`config.mk`:
```
export PLATFORM = sky130hd
export DESIGN_NAME = wb_port_arbiter
export DESIGN_NICKNAME = d
export VERILOG_FILES = /design/src/rtl/wb_port_arbiter.sv
export SDC_FILE = /design/constraint.sdc
export NUM_CORES = 1
export LEC_CHECK = 0
export ABC_AREA = 1
export CAP_MARGIN = 10
export CORE_ASPECT_RATIO = 1.75
export CORE_MARGIN = 5
export CORE_UTILIZATION = 54
export CTS_CLUSTER_SIZE = 40
export DETAILED_ROUTE_END_ITERATION = 10
export GPL_TIMING_DRIVEN = 0
export PLACE_DENSITY = 0.79
export SETUP_SLACK_MARGIN = 0.5
export SLEW_MARGIN = 0
export SYNTH_ARGS = -nofsm -noshare
export SYNTH_HDL_FRONTEND = slang
export SYNTH_SLANG_ARGS = --single-unit
export TNS_END_PERCENT = 20
```
`constraint.sdc`:
```
create_clock -name clk -period 3.9 [get_ports clk]
set_clock_uncertainty 0.15 [all_clocks]
set_input_delay 0.585 -clock clk [delete_from_list [all_inputs] [get_ports clk]]
set_output_delay 0.585 -clock clk [all_outputs]
set_load 0.02 [all_outputs]
```
`src/rtl/wb_port_arbiter.sv`:
```
// Register-file write-port arbiter: pipeline writeback has priority over buffered multi-cycle results.
// Optional WB_ARB_BYPASS_EN: grant an mc result directly when the FIFO is empty and the pipe is idle.
module wb_port_arbiter #(
    parameter int unsigned DATA_W     = 32,
    parameter int unsigned RF_ADDRESS = 5,
    parameter int unsigned DEPTH      = 4,
    parameter int unsigned STARVE_MAX = 8
) (
    input  logic                  clk,
    input  logic                  reset,
    input  logic                  pipe_we,
    input  logic [RF_ADDRESS-1:0] pipe_rd,
    input  logic [DATA_W-1:0]     pipe_wdata,
    input  logic                  mc_valid,
    output logic                  mc_ready,
    input  logic [RF_ADDRESS-1:0] mc_rd,
    input  logic [DATA_W-1:0]     mc_wdata,
    output logic                  stall_pipe,
    output logic                  rf_we,
    output logic [RF_ADDRESS-1:0] rf_waddr,
    output logic [DATA_W-1:0]     rf_wdata
);
    localparam int unsigned PtrW = $clog2(DEPTH);
    localparam int unsigned CntW = PtrW + 1;
    localparam int unsigned StW  = $clog2(STARVE_MAX + 1);

    typedef enum logic [0:0] {StNormal, StForce} state_e;

    state_e                state_q, state_d;
    logic [StW-1:0]        starve_q, starve_d;
    logic [CntW-1:0]       count_q;
    logic [PtrW-1:0]       rptr_q, wptr_q;
    logic [RF_ADDRESS-1:0] rd_mem [DEPTH];
    logic [DATA_W-1:0]     data_mem [DEPTH];

    logic                  empty, full, push, pop, grant, bypass;
    logic [RF_ADDRESS-1:0] grant_rd;
    logic [DATA_W-1:0]     grant_data;

    assign empty      = (count_q == '0);
    assign full       = (count_q == CntW'(DEPTH));
    assign mc_ready   = !full;
    assign stall_pipe = (state_q == StForce);
    assign push       = mc_valid && !full && !bypass;

    always_comb begin
        state_d    = state_q;
        starve_d   = starve_q;
        pop        = 1'b0;
        grant      = 1'b0;
        bypass     = 1'b0;
        grant_rd   = '0;
        grant_data = '0;
        case (state_q)
            StForce: begin
                pop        = 1'b1;
                grant      = 1'b1;
                grant_rd   = rd_mem[rptr_q];
                grant_data = data_mem[rptr_q];
                starve_d   = '0;
                state_d    = StNormal;
            end
            default: begin
                if (pipe_we) begin
                    grant      = 1'b1;
                    grant_rd   = pipe_rd;
                    grant_data = pipe_wdata;
                    if (empty) begin
                        starve_d = '0;
                    end else if (starve_q == StW'(STARVE_MAX - 1)) begin
                        starve_d = '0;
                        state_d  = StForce;
                    end else begin
                        starve_d = starve_q + StW'(1);
                    end
                end else if (!empty) begin
                    pop        = 1'b1;
                    grant      = 1'b1;
                    grant_rd   = rd_mem[rptr_q];
                    grant_data = data_mem[rptr_q];
                    starve_d   = '0;
                end else begin
                    starve_d = '0;
`ifdef WB_ARB_BYPASS_EN
                    if (mc_valid) begin
                        bypass     = 1'b1;
                        grant      = 1'b1;
                        grant_rd   = mc_rd;
                        grant_data = mc_wdata;
                    end
`endif
                end
            end
        endcase
    end

    always_ff @(posedge clk or posedge reset) begin
        if (reset) begin
            state_q  <= StNormal;
            starve_q <= '0;
            count_q  <= '0;
            rptr_q   <= '0;
            wptr_q   <= '0;
            rf_we    <= 1'b0;
            rf_waddr <= '0;
            rf_wdata <= '0;
        end else begin
            state_q  <= state_d;
            starve_q <= starve_d;
            if (push) wptr_q <= wptr_q + PtrW'(1);
            if (pop)  rptr_q <= rptr_q + PtrW'(1);
            case ({push, pop})
                2'b10:   count_q <= count_q + CntW'(1);
                2'b01:   count_q <= count_q - CntW'(1);
                default: count_q <= count_q;
            endcase
            // Writes to x0 are consumed but never reach the register file.
            rf_we <= grant && (grant_rd != '0);
            if (grant && (grant_rd != '0)) begin
                rf_waddr <= grant_rd;
                rf_wdata <= grant_data;
            end
        end
    end

    always_ff @(posedge clk) begin
        if (push) begin
            rd_mem[wptr_q]   <= mc_rd;
            data_mem[wptr_q] <= mc_wdata;
        end
    end

endmodule

```
# Word level (Yosys, flattened, before mapping)
# Memories as Yosys holds them, arrays and structs flattened.
# Cells that the tools add are included.
[op_classes] n_addsub=5 n_eq_ne=4 mux=22 reduce_logical=6
[ops] op="$mux W32" count=3
[ops] op="$mux W4" count=4
[ops] op="$mux W5" count=3
[ops] op="$mux W1" count=11
[ops] op="$pmux W3 S2" count=1
[ops] op="$reduce_bool A5 Y1" count=1
[ops] op="$add A2 B1 Y2 const B" count=2
[ops] op="$add A4 B1 Y4 const B" count=1
[ops] op="$eq A4 B3 Y1 const B" count=1
[ops] op="$add A3 B1 Y3 const B" count=1
[ops] op="$eq A3 B3 Y1 const B" count=1
[ops] op="$logic_not A3 Y1" count=1
[ops] op="$sub A3 B1 Y3 const B" count=1
[ops] op="$eq A2 B1 Y1 const B" count=1
[ops] op="$eq A2 B2 Y1 const B" count=1
[ops] op="$logic_and A1 B1 Y1" count=2
[ops] op="$reduce_bool A2 Y1" count=1
[ops] op="$logic_not A1 Y1" count=1
[totals] regBits=50 ram_bits=148 elab_cells=47 mem_count=2
[mem_list] memory="data_mem" words=4 word_bits=32 rd=1 rd_ports_with_merged_regs=0 wr=1 line="34" text="logic [DATA_W-1:0] data_mem [DEPTH];"
[mem_list] memory="rd_mem" words=4 word_bits=5 rd=1 rd_ports_with_merged_regs=0 wr=1 line="33" text="logic [RF_ADDRESS-1:0] rd_mem [DEPTH];"

# Logic depth before layout (Yosys ltp)
# Gate-level depths: netlist (run 1).
[logic_depth] depth_word=6 mapped_depth=12 depth_no_buf=10

# Worst setup path after synthesis (run 1)
# OpenSTA, ideal clock, no wires.
[synth_path] kind="register -> register" from="register count_q[0]" to="memory data_mem[0][0] (enable)" setup_ps=431 arrival_time_ps=2410 t_required_ps=3319 setup_slack_ps=908 stages_incl_launch_ff=5 path_buffers=0 synth_period_minus_slack_ps=2992 path_cell_list="dfrtp_1 > nor2_2 > nand2_1 > nand2_1 > nor2_1"
[synth_via] elab_chain_cells=5
[synth_lines] element="start: declaration" line="31" text="logic [CntW-1:0] count_q;"
[synth_lines] element="start signal: assignment" line="113" text="2'b10: count_q <= count_q + CntW'(1);"
[synth_lines] element="start signal: assignment" line="114" text="2'b01: count_q <= count_q - CntW'(1);"
[synth_lines] element="start signal: assignment" line="115" text="default: count_q <= count_q;"
[synth_lines] element="$eq A3 B3 Y1" line="41" text="assign full = (count_q == CntW'(DEPTH));"
[synth_lines] element="$logic_not A1 Y1"
[synth_lines] element="net mc_ready" line="15" text="output logic mc_ready,"
[synth_lines] element="$logic_and A1 B1 Y1" line="44" text="assign push = mc_valid && !full && !bypass;"
[synth_lines] element="$mux W1" line="127" text="if (push) begin"
[synth_lines] element="$mux W1 (implied by the code)" line="129" text="data_mem[wptr_q] <= mc_wdata;"
[synth_lines] element="end: declaration" line="34"
# The timed path passes the listed nets, and every way through them passes these cells.

# Worst setup path in the final report (run 1)
[layout_path] from="register count_q[0]" to="register count_q[2]"
[layout_via] elab_chain_cells=6 word_cells_on_any_way=13
[layout_lines] element="$logic_not A3 Y1" line="40" text="assign empty = (count_q == '0);"
[layout_lines] element="$mux W1" line="76" text="end else if (!empty) begin"
[layout_lines] element="$mux W1" line="64" text="if (pipe_we) begin"
[layout_lines] element="$mux W1" line="54" text="case (state_q)"
[layout_lines] element="$eq A2 B1 Y1 / $eq A2 B2 Y1 (equally long branches)" line="112" text="case ({push, pop})"
[layout_lines] element="$pmux W3 S2 / $reduce_bool A2 Y1 (equally long branches)"
# Parallel ways exist; a longest one is shown, timed or not.
# A chain may end at the register's enable or synchronous reset.

==> impl_metrics.env, run 1 <==
export IMPL_drt_iter0_drc=395
export IMPL_power_switching_share_pct=36.5
export IMPL_io_pins=118
export IMPL_timing_hold_ws_ns=0.328
export IMPL_rows=60
export IMPL_r2r_start="count_q[0]"
export IMPL_seqPwrFrac_pct=39.1
export IMPL_cts_resized=0
export IMPL_root_buffer="clkbuf_16"
export IMPL_gp_congestion=0.764
export IMPL_core_area_mm2=0.0152
export IMPL_critPathMaxFanout=8
export IMPL_wl_mm=20.4
export IMPL_drv_slew=0
export IMPL_dp_cells=1006
export IMPL_rsz0062_at_grt="false"
export IMPL_synthTopCellsByCount="edfxtp_1, nand2_1, nor2_1, o21ai_0, dfrtp_1"
export IMPL_die_h_um=174
export IMPL_power_switching_uw=2880
export IMPL_grt_max_degree=35
export IMPL_hold_violations=0
export IMPL_synthCells=698
export IMPL_timing_fmax_ghz=0.414
export IMPL_syn_area_mm2=0.00829
export IMPL_ys_warn_count=0
export IMPL_antenna_violating_nets_post_route=0
export IMPL_cellInternalPower_uw=5010
export IMPL_clk_pin_slew_worst_paths_ns=0.07
export IMPL_rr_endpoint="count_q[2]"
export IMPL_final_cells=1039
export IMPL_p_comb_share_pct=39.1
export IMPL_fin_crit_sh_pct=62.0
export IMPL_drive_gt1_share_pct=11.5
export IMPL_dpl_instance_area_mm2=0.00983
export IMPL_fin_nets=924
export IMPL_post_synth_num_cell_types=30
export IMPL_io_buffers=117
export IMPL_post_route_drc_count=0
export IMPL_antenna_found_initial=1
export IMPL_fillers=1090
export IMPL_yosysMostFrequentCell="edfxtp_1"
export IMPL_cts_made_buffers=17
export IMPL_power_density_mw_per_mm2=758
export IMPL_utilization_pct=68.3
export IMPL_clkPwrFrac_pct=21.8
export IMPL_dieArea_mm2=0.0180
export IMPL_via_per_inst=5.64
export IMPL_wl_per_cell_um=19.6
export IMPL_setup_ws_ns=1.48
export IMPL_htree_levels=4
export IMPL_grt_pass1_vias=6257
export IMPL_vias=5861
export IMPL_cts_sinks=198
export IMPL_worstPathRequired_ns=4.05
export IMPL_end_kind="flip-flop"
export IMPL_cts_hold_buf=0
export IMPL_async_flop_share_pct=25.3
export IMPL_clock_path_buffers=2
export IMPL_design_area_mm2=0.0104
export IMPL_gr_total_overflow=0
export IMPL_cts_tree="yes"
export IMPL_netlist_top_cells_area="edfxtp_1, dfrtp_1, nand2_1"
export IMPL_rrSetupSlack_ns=1.48
export IMPL_cap_violations=0
export IMPL_slew_headroom_pct=59.8
export IMPL_yosysSeqAreaShare_pct=68.7
export IMPL_max_vdd_ir_drop_mv=0.473
export IMPL_crit_type="reg2reg"
export IMPL_synth_top_area_cell="edfxtp_1"
export IMPL_pre_cts_ws_ns=1.10
export IMPL_hpwl_mm=14.1
export IMPL_period_needed_ns=2.42
export IMPL_syn_num_nets=783
export IMPL_worstRegToRegCells=9
export IMPL_worstSkewPairLatency_ns=0.42
export IMPL_grt_pass1_wl_mm=32.4
export IMPL_finalSetupViolCount=0
export IMPL_worst_pin_slew_ns=0.603
export IMPL_ys_flop_type="edfxtp_1"
export IMPL_dr_pass1_iters=5
export IMPL_areaGrowthSynthToFinish_pct=25.5
export IMPL_worstSetupStartpointType="flip-flop"
export IMPL_initial_core_util_pct=54.4
export IMPL_hold_path_class="in2async"
export IMPL_synth_edf_count=148
export IMPL_grt_usage_pct=22.8
export IMPL_syn_avg_cell_area_um2=11.9
export IMPL_cts_setup_buffers=0
export IMPL_die_x_um=104
export IMPL_leakage_uw=0.00401
export IMPL_ys_ff_latch=198
export IMPL_worstPathArrival_ns=2.57
export IMPL_synth_top_area_share_pct=53.6
export IMPL_status="complete, no violations"
## registers in the layout, indices dropped and copies added, names as in the netlist
register    flops
rd_mem         20
data_mem      128
rf_we           1
rptr_q          2
starve_q        4
stall_pipe      1
rf_waddr        5
count_q         3
wptr_q          2
rf_wdata       32
## worst max path at each step
stage	start	endpoint	cells past startpoint	slack, ns
after floorplan	count_q[0]	data_mem[0][0]	4	0.91
after global placement	mc_valid	data_mem[0][9]	3	-0.72
after detailed placement	mc_valid	count_q[2]	8	1.10
after CTS	count_q[0]	count_q[2]	9	1.47
after global routing	count_q[0]	count_q[2]	9	1.33
final	count_q[0]	count_q[2]	9	1.48
## critical path, cell delays in order, from the launching register on
cell     delay, ns
dfrtp_1       0.41
nor2_2        0.16
nand2_1       0.09
nand2_1       0.41
ha_1          0.23
inv_1         0.07
fa_1          0.38
a21oi_1       0.14
o21ai_0       0.11
xor2_1        0.15
## cell families after synthesis
group | count (synthesis) | share of synthesized area, %
and+or+nand+nor | 283 | 15.6
DFF | 198 | 68.7
AOI/OAI and AO/OA | 136 | 9.71
buffers and inverters | 68 | 4.28
adders and majority gates | 7 | 1.15
xor gates and xnor gates | 6 | 0.634
## layer usage
layer / wire length (µm) / GRT usage [%] / vias up
li1: - / - / 2706
met1: 7210 / 25.6 / 2857
met2: 11100 / 41.1 / 248
met3: 1380 / 4.91 / 50
met4: 691 / 10.1 / 0
met5: 0 / 0 / -
## power groups by stage
stage	Clock, µW	Sequential, µW	Combinational [µW]
floorplan	0	3330	1630
global placement	0	3120	2890
detailed placement	0	3130	3080
CTS	1730	3080	3100
global route	1810	3140	3370
finish	1720	3080	3090
## per-stage QoR
| stage | setup TNS, ns | power (µW) |
|---|---|---|
| floorplan | 0 | 4960 |
| global placement | -99.99 | 6010 |
| detailed placement | 0 | 6200 |
| CTS | 0 | 7920 |
| global route | 0 | 8320 |
| finish | 0 | 7890 |
## cells in the final DEF (no fill, tap or decap), types with 6 or more instances in the layout
cell type	Yosys	layout
inv_1	24	23
dfrtp_1	50	50
nand3_2	14	14
nand2_2	10	10
o21ai_0	77	77
clkdlybuf4s50_1	0	117
nand3_1	34	34
inv_2	6	7
ha_1	6	6
o22a_1	32	32
nand2_1	130	130
clkbuf_16	0	17
clkbuf_1	14	18
o21ai_1	23	23
nor2_1	86	82
edfxtp_1	148	148
buf_2	11	11
buf_6	9	9
## area by class of cell
class | count | area [µm²] | share of cell area, %
diodes | 1 | 2.50 | 0.0240
multi-input cells | 432 | 2270 | 21.8
well taps | 186 | 233 | 2.24
inverters | 30 | 113 | 1.08
clock buffers | 22 | 454 | 4.36
clock inverters | 10 | 121 | 1.17
flip-flops and latches | 198 | 5700 | 54.7
plain buffers | 38 | 243 | 2.33
repair buffers | 122 | 1270 | 12.2
No activity file was read; power rests on OpenSTA's default activity.
==> inputs of run 2 (changes only) <==
--- a/config.mk
+++ b/config.mk
@@ -9,11 +9,11 @@
 export CAP_MARGIN = 10
 export CORE_ASPECT_RATIO = 1.75
 export CORE_MARGIN = 5
-export CORE_UTILIZATION = 54
+export CORE_UTILIZATION = 49
 export CTS_CLUSTER_SIZE = 40
 export DETAILED_ROUTE_END_ITERATION = 10
 export GPL_TIMING_DRIVEN = 0
-export PLACE_DENSITY = 0.79
+export PLACE_DENSITY = 0.76
 export SETUP_SLACK_MARGIN = 0.5
 export SLEW_MARGIN = 0
 export SYNTH_ARGS = -nofsm -noshare
==> constraint.sdc (replaced) <==
create_clock -name clk -period 2.1 [get_ports clk]
set_clock_uncertainty 0.15 [all_clocks]
set_input_delay 0.315 -clock clk [delete_from_list [all_inputs] [get_ports clk]]
set_output_delay 0.315 -clock clk [all_outputs]
set_load 0.02 [all_outputs]
==> impl_metrics.env, run 2 (synthesis gave the netlist of run 1 again) <==
export IMPL_root_buffer="clkbuf_16"
export IMPL_largest_register_ffs=128
export IMPL_post_route_drc_count=0
export IMPL_rows=63
export IMPL_period_needed_ns=1.96
export IMPL_critPathMaxFanout=10
export IMPL_clk_pin_slew_worst_paths_ns=0.07
export IMPL_htree_levels=4
export IMPL_grt_pass1_vias=6156
export IMPL_end_kind="flip-flop"
export IMPL_hold_violations=0
export IMPL_fin_nets=955
export IMPL_gr_total_overflow=0
export IMPL_rsz0062_at_grt="true"
export IMPL_core_area_mm2=0.0168
export IMPL_worstPathRequired_ns=2.27
export IMPL_drive_gt1_share_pct=18.1
export IMPL_cts_sinks=198
export IMPL_grt_usage_pct=23.2
export IMPL_areaGrowthSynthToFinish_pct=32.8
export IMPL_die_x_um=108
export IMPL_drv_slew=0
export IMPL_gp_congestion=0.765
export IMPL_max_vdd_ir_drop_mv=0.693
export IMPL_hold_path_class="in2async"
export IMPL_worstPathArrival_ns=2.12
export IMPL_worstSkewPairLatency_ns=0.43
export IMPL_io_pins=118
export IMPL_wl_per_cell_um=20.9
export IMPL_reg_top3="data_mem x128, rf_wdata x32, rd_mem x20"
export IMPL_cap_violations=0
export IMPL_worst_pin_slew_ns=0.807
export IMPL_hpwl_mm=13.4
export IMPL_die_h_um=182
export IMPL_finalSetupViolCount=0
export IMPL_clock_path_buffers=2
export IMPL_grt_max_degree=37
export IMPL_via_per_inst=5.52
export IMPL_grt_pass1_wl_mm=34.0
export IMPL_antenna_violating_nets_post_route=0
export IMPL_utilization_pct=65.6
export IMPL_slew_headroom_pct=46.1
export IMPL_final_cell_mix="edfxtp_1, nand2_1, clkdlybuf4s50_1, nor2_1, o21ai_0"
export IMPL_final_common_cell="edfxtp_1"
export IMPL_fin_crit_sh_pct=93.1
export IMPL_status="complete, no violations"
export IMPL_leakage_uw=0.00427
export IMPL_timing_fmax_ghz=0.511
export IMPL_drt_iter0_drc=521
export IMPL_io_buffers=117
export IMPL_dieArea_mm2=0.0197
export IMPL_cts_made_buffers=17
export IMPL_crit_type="reg2reg"
export IMPL_wl_mm=23.2
export IMPL_worstSetupStartpointType="flip-flop"
export IMPL_power_density_mw_per_mm2=1420
export IMPL_largest_register="data_mem"
export IMPL_tns_ns=0
export IMPL_cts_tree="yes"
export IMPL_antenna_found_initial=2
export IMPL_initial_core_util_pct=49.4
export IMPL_dr_pass1_iters=5
export IMPL_vias=6136
-- run 2: cell types whose count changed in the layout (fill, tap and decap cells not counted), moves of 6 or more --
cell      change
buf_12        +6
clkbuf_1     -16
buf_2         -6
clkbuf_2     +12
nand2_1       -6
buf_4        +21
-- run 2: repair_timing --
action,in CTS,in global routing
gates resized for setup,20,44
hold buffers,0,0
gates cloned,5,4
setup endpoints to repair,235,236
buffers inserted,13,12
pin swaps,11,6
-- run 2: worst paths after layout --
check / cells past startpoint / from / slack (ns) / to
setup / recovery: 13 / rptr_q[0] / 0.14 / rf_wdata[26]
max in group asynchronous: 3 / reset / 1.23 / rptr_q[0]
hold reg to reg: 1 / starve_q[0] / 0.32 / starve_q[0]
setup reg to reg: 13 / rptr_q[0] / 0.14 / rf_wdata[26]
hold / removal: 2 / reset / 0.03 / rf_wdata[0]
min in group clk: 1 / starve_q[0] / 0.32 / starve_q[0]
-- run 2: final cells by class --
cell class                 count  area, µm²
antenna                        2       5.00
clock inverter                15        149
tap                          227        284
fill                        1241       5770
clock buffer                  17        425
sequential                   198       5700
multi-input combinational    436       2390
timing repair buffer         149       1660
inverter                      30        115
buffer                        38        294
-- run 2: worst max-delay path: stages (launching register included) --
cell and delay, ns:
dfrtp_2 0.41, buf_6 0.16, buf_6 0.15, nand2_2 0.07, nand3_2 0.06, nand2_1 0.06
nand2_2 0.07, nand2_4 0.08, nor2_4 0.11, nand3_4 0.09, buf_2 0.18, buf_8 0.15
nand2_1 0.05, nand2_1 0.05
-- run 2: through the flow --
stage	hold slack (ns)	setup WS (ns)	power, µW	std cells	area, µm²
5_1_grt	0.0302	0.0707	16300	1112	11000
6_report	0.0319	0.144	15600	1112	11000
3_5_place_dp	0.310	-0.454	11500	1044	9850
2_1_floorplan	0.264	0.119	9260	698	8350
3_3_place_gp	0.304	-0.713	11300	1042	9800
4_1_cts	0.0353	0.103	15200	1094	10700
-- run 2: metal layers --
layer / wire length [µm] / track usage [%] / up-vias
met5: 0 / 0 / -
li1: - / - / 2784
met1: 8200 / 26.4 / 3020
met3: 1470 / 3.58 / 53
met4: 897 / 10.8 / 0
met2: 12700 / 42.0 / 279
-- run 2: power by group --
| group | internal, µW | switching, µW |
|---|---|---|
| Sequential | 5290 | 429 |
| Clock | 1670 | 1530 |
| Combinational | 2720 | 3950 |
==> inputs of run 3 (changes only) <==
--- a/config.mk
+++ b/config.mk
@@ -15,7 +15,7 @@
 export GPL_TIMING_DRIVEN = 0
 export PLACE_DENSITY = 0.76
 export SETUP_SLACK_MARGIN = 0.5
-export SLEW_MARGIN = 0
+export SLEW_MARGIN = 40
 export SYNTH_ARGS = -nofsm -noshare
 export SYNTH_HDL_FRONTEND = slang
 export SYNTH_SLANG_ARGS = --single-unit
==> impl_metrics.env, run 3 (synthesis gave the netlist of run 1 again) <==
export IMPL_io_buffers=117
export IMPL_worst_pin_slew_ns=0.522
export IMPL_end_kind="flip-flop"
export IMPL_worstRegToRegCells=9
export IMPL_rows=63
export IMPL_grt_pass1_wl_mm=32.5
export IMPL_cts_tree="yes"
export IMPL_gp_congestion=0.765
export IMPL_grt_max_degree=37
export IMPL_power_uw=15400
export IMPL_clk_pin_slew_worst_paths_ns=0.07
export IMPL_antenna_found_initial=3
export IMPL_grt_pass1_vias=5944
export IMPL_die_h_um=182
export IMPL_cts_made_buffers=17
export IMPL_worstSetupStartpointType="flip-flop"
export IMPL_timing_fmax_ghz=0.508
export IMPL_initial_core_util_pct=49.4
export IMPL_drv_slew=0
export IMPL_power_density_mw_per_mm2=1400
export IMPL_crit_type="reg2reg"
export IMPL_reg_top3="data_mem x128, rf_wdata x32, rd_mem x20"
export IMPL_vias=5902
export IMPL_leakage_uw=0.00426
export IMPL_worstPathRequired_ns=2.25
export IMPL_fin_nets=952
export IMPL_largest_register="data_mem"
export IMPL_max_vdd_ir_drop_mv=0.846
export IMPL_dieArea_mm2=0.0197
export IMPL_grt_usage_pct=21.9
export IMPL_worstPathArrival_ns=2.12
export IMPL_via_per_inst=5.32
export IMPL_rsz0062_at_grt="true"
export IMPL_clock_path_buffers=2
export IMPL_dr_pass1_iters=5
export IMPL_fillers=1224
export IMPL_slew_headroom_pct=65.1
export IMPL_io_pins=118
export IMPL_areaGrowthSynthToFinish_pct=32.5
export IMPL_final_common_cell="edfxtp_1"
export IMPL_wl_per_cell_um=19.3
export IMPL_hold_path_class="in2async"
export IMPL_largest_register_ffs=128
export IMPL_root_buffer="clkbuf_16"
export IMPL_drive_gt1_share_pct=19.2
export IMPL_final_cell_mix="edfxtp_1, clkdlybuf4s50_1, nand2_1, nor2_1, o21ai_0"
export IMPL_status="complete, no violations"
export IMPL_period_needed_ns=1.97
export IMPL_fin_crit_sh_pct=93.7
export IMPL_dpl_instance_area_mm2=0.0100
export IMPL_cts_hold_buf=0
export IMPL_hpwl_mm=14.1
export IMPL_post_route_drc_count=0
export IMPL_die_x_um=108
export IMPL_critPathMaxFanout=5
export IMPL_cts_sinks=198
export IMPL_core_area_mm2=0.0168
export IMPL_hold_violations=0
export IMPL_htree_levels=4
export IMPL_gr_total_overflow=0
export IMPL_design_area_mm2=0.0110
export IMPL_r2r_start="count_q[1]"
export IMPL_antenna_violating_nets_post_route=0
export IMPL_worstSkewPairLatency_ns=0.42
export IMPL_finalSetupViolCount=0
export IMPL_wl_mm=21.4
export IMPL_cap_violations=0
export IMPL_drt_iter0_drc=408
export IMPL_startpoint="count_q[1]"
## run 3: cell count changes in the layout (fill, tap and decap cells not counted), moves of 3 or more
| cell | delta |
|---|---|
| buf_12 | -7 |
| buf_6 | +3 |
| inv_2 | -3 |
| nand2_1 | -9 |
| nand2_2 | +8 |
## run 3: per-stage QoR
| stage | setup TNS, ns | hold WS [ns] | setup slack, ns | utilization (%) | cells |
|---|---|---|---|---|---|
| 2_1_floorplan | 0 | 0.264 | 0.119 | - | 698 |
| 3_3_place_gp | -110.47 | 0.304 | -0.713 | 58.4 | 1042 |
| 3_5_place_dp | -11.54 | 0.316 | -0.288 | 59.5 | 1051 |
| 4_1_cts | 0 | 0.0235 | 0.154 | 64.0 | 1094 |
| 5_1_grt | 0 | 0.0272 | 0.0313 | 65.4 | 1110 |
| 6_report | 0 | 0.0201 | 0.131 | 65.4 | 1110 |
## run 3: power breakdown
group / switching, µW / internal [µW] / leakage, µW / total, µW
clock network: 1500 / 1680 / 0.000277 / 3170
registers: 427 / 5290 / 0.00196 / 5710
logic: 3810 / 2730 / 0.00202 / 6540
## run 3: worst max-delay path, cell delays in order (launching register included)
cell	delay, ns
dfrtp_1	0.42
nor2_4	0.18
nand2_2	0.13
nand2_8	0.12
ha_4	0.13
inv_2	0.04
fa_2	0.33
a21oi_1	0.12
o21ai_1	0.08
xor2_1	0.14
## run 3: path summary, 6_finish.rpt
path	endpoint	slack, ns
setup / recovery	count_q[2]	0.13
hold / removal	rf_wdata[0]	0.02
setup reg to reg	count_q[2]	0.13
hold reg to reg	starve_q[0]	0.32
max in group asynchronous	rf_wdata[28]	1.30
min in group clk	starve_q[0]	0.32
## run 3: area by class of cell
class	count	area, µm²	share of cell area (%)
Inverter	30	118	1.07
Clock inverter	14	145	1.32
Multi-Input combinational cell	433	2410	22.0
Sequential cell	198	5700	51.8
Clock buffer	18	429	3.91
Tap cell	227	284	2.58
Timing Repair Buffer	149	1610	14.6
Buffer	38	288	2.62
Antenna cell	3	7.51	0.0683
## run 3: layer usage
metal  global-route usage [%]  up-vias  share of wire (%)
met4                     8.49        0                2.4
li1                         -     2774                  -
met2                     40.1      226                 56
met1                     25.5     2869                 36
met3                     3.15       33                5.2
met5                        0        -                  0
## run 3: timing repair
item / in CTS / in global routing
endpoints found under the hold margin: 0 / 0
gates resized for setup: 28 / 44
setup endpoints to repair: 222 / 235
setup buffers: 10 / 9
cloned: 1 / 4
pin swaps: 7 / 6
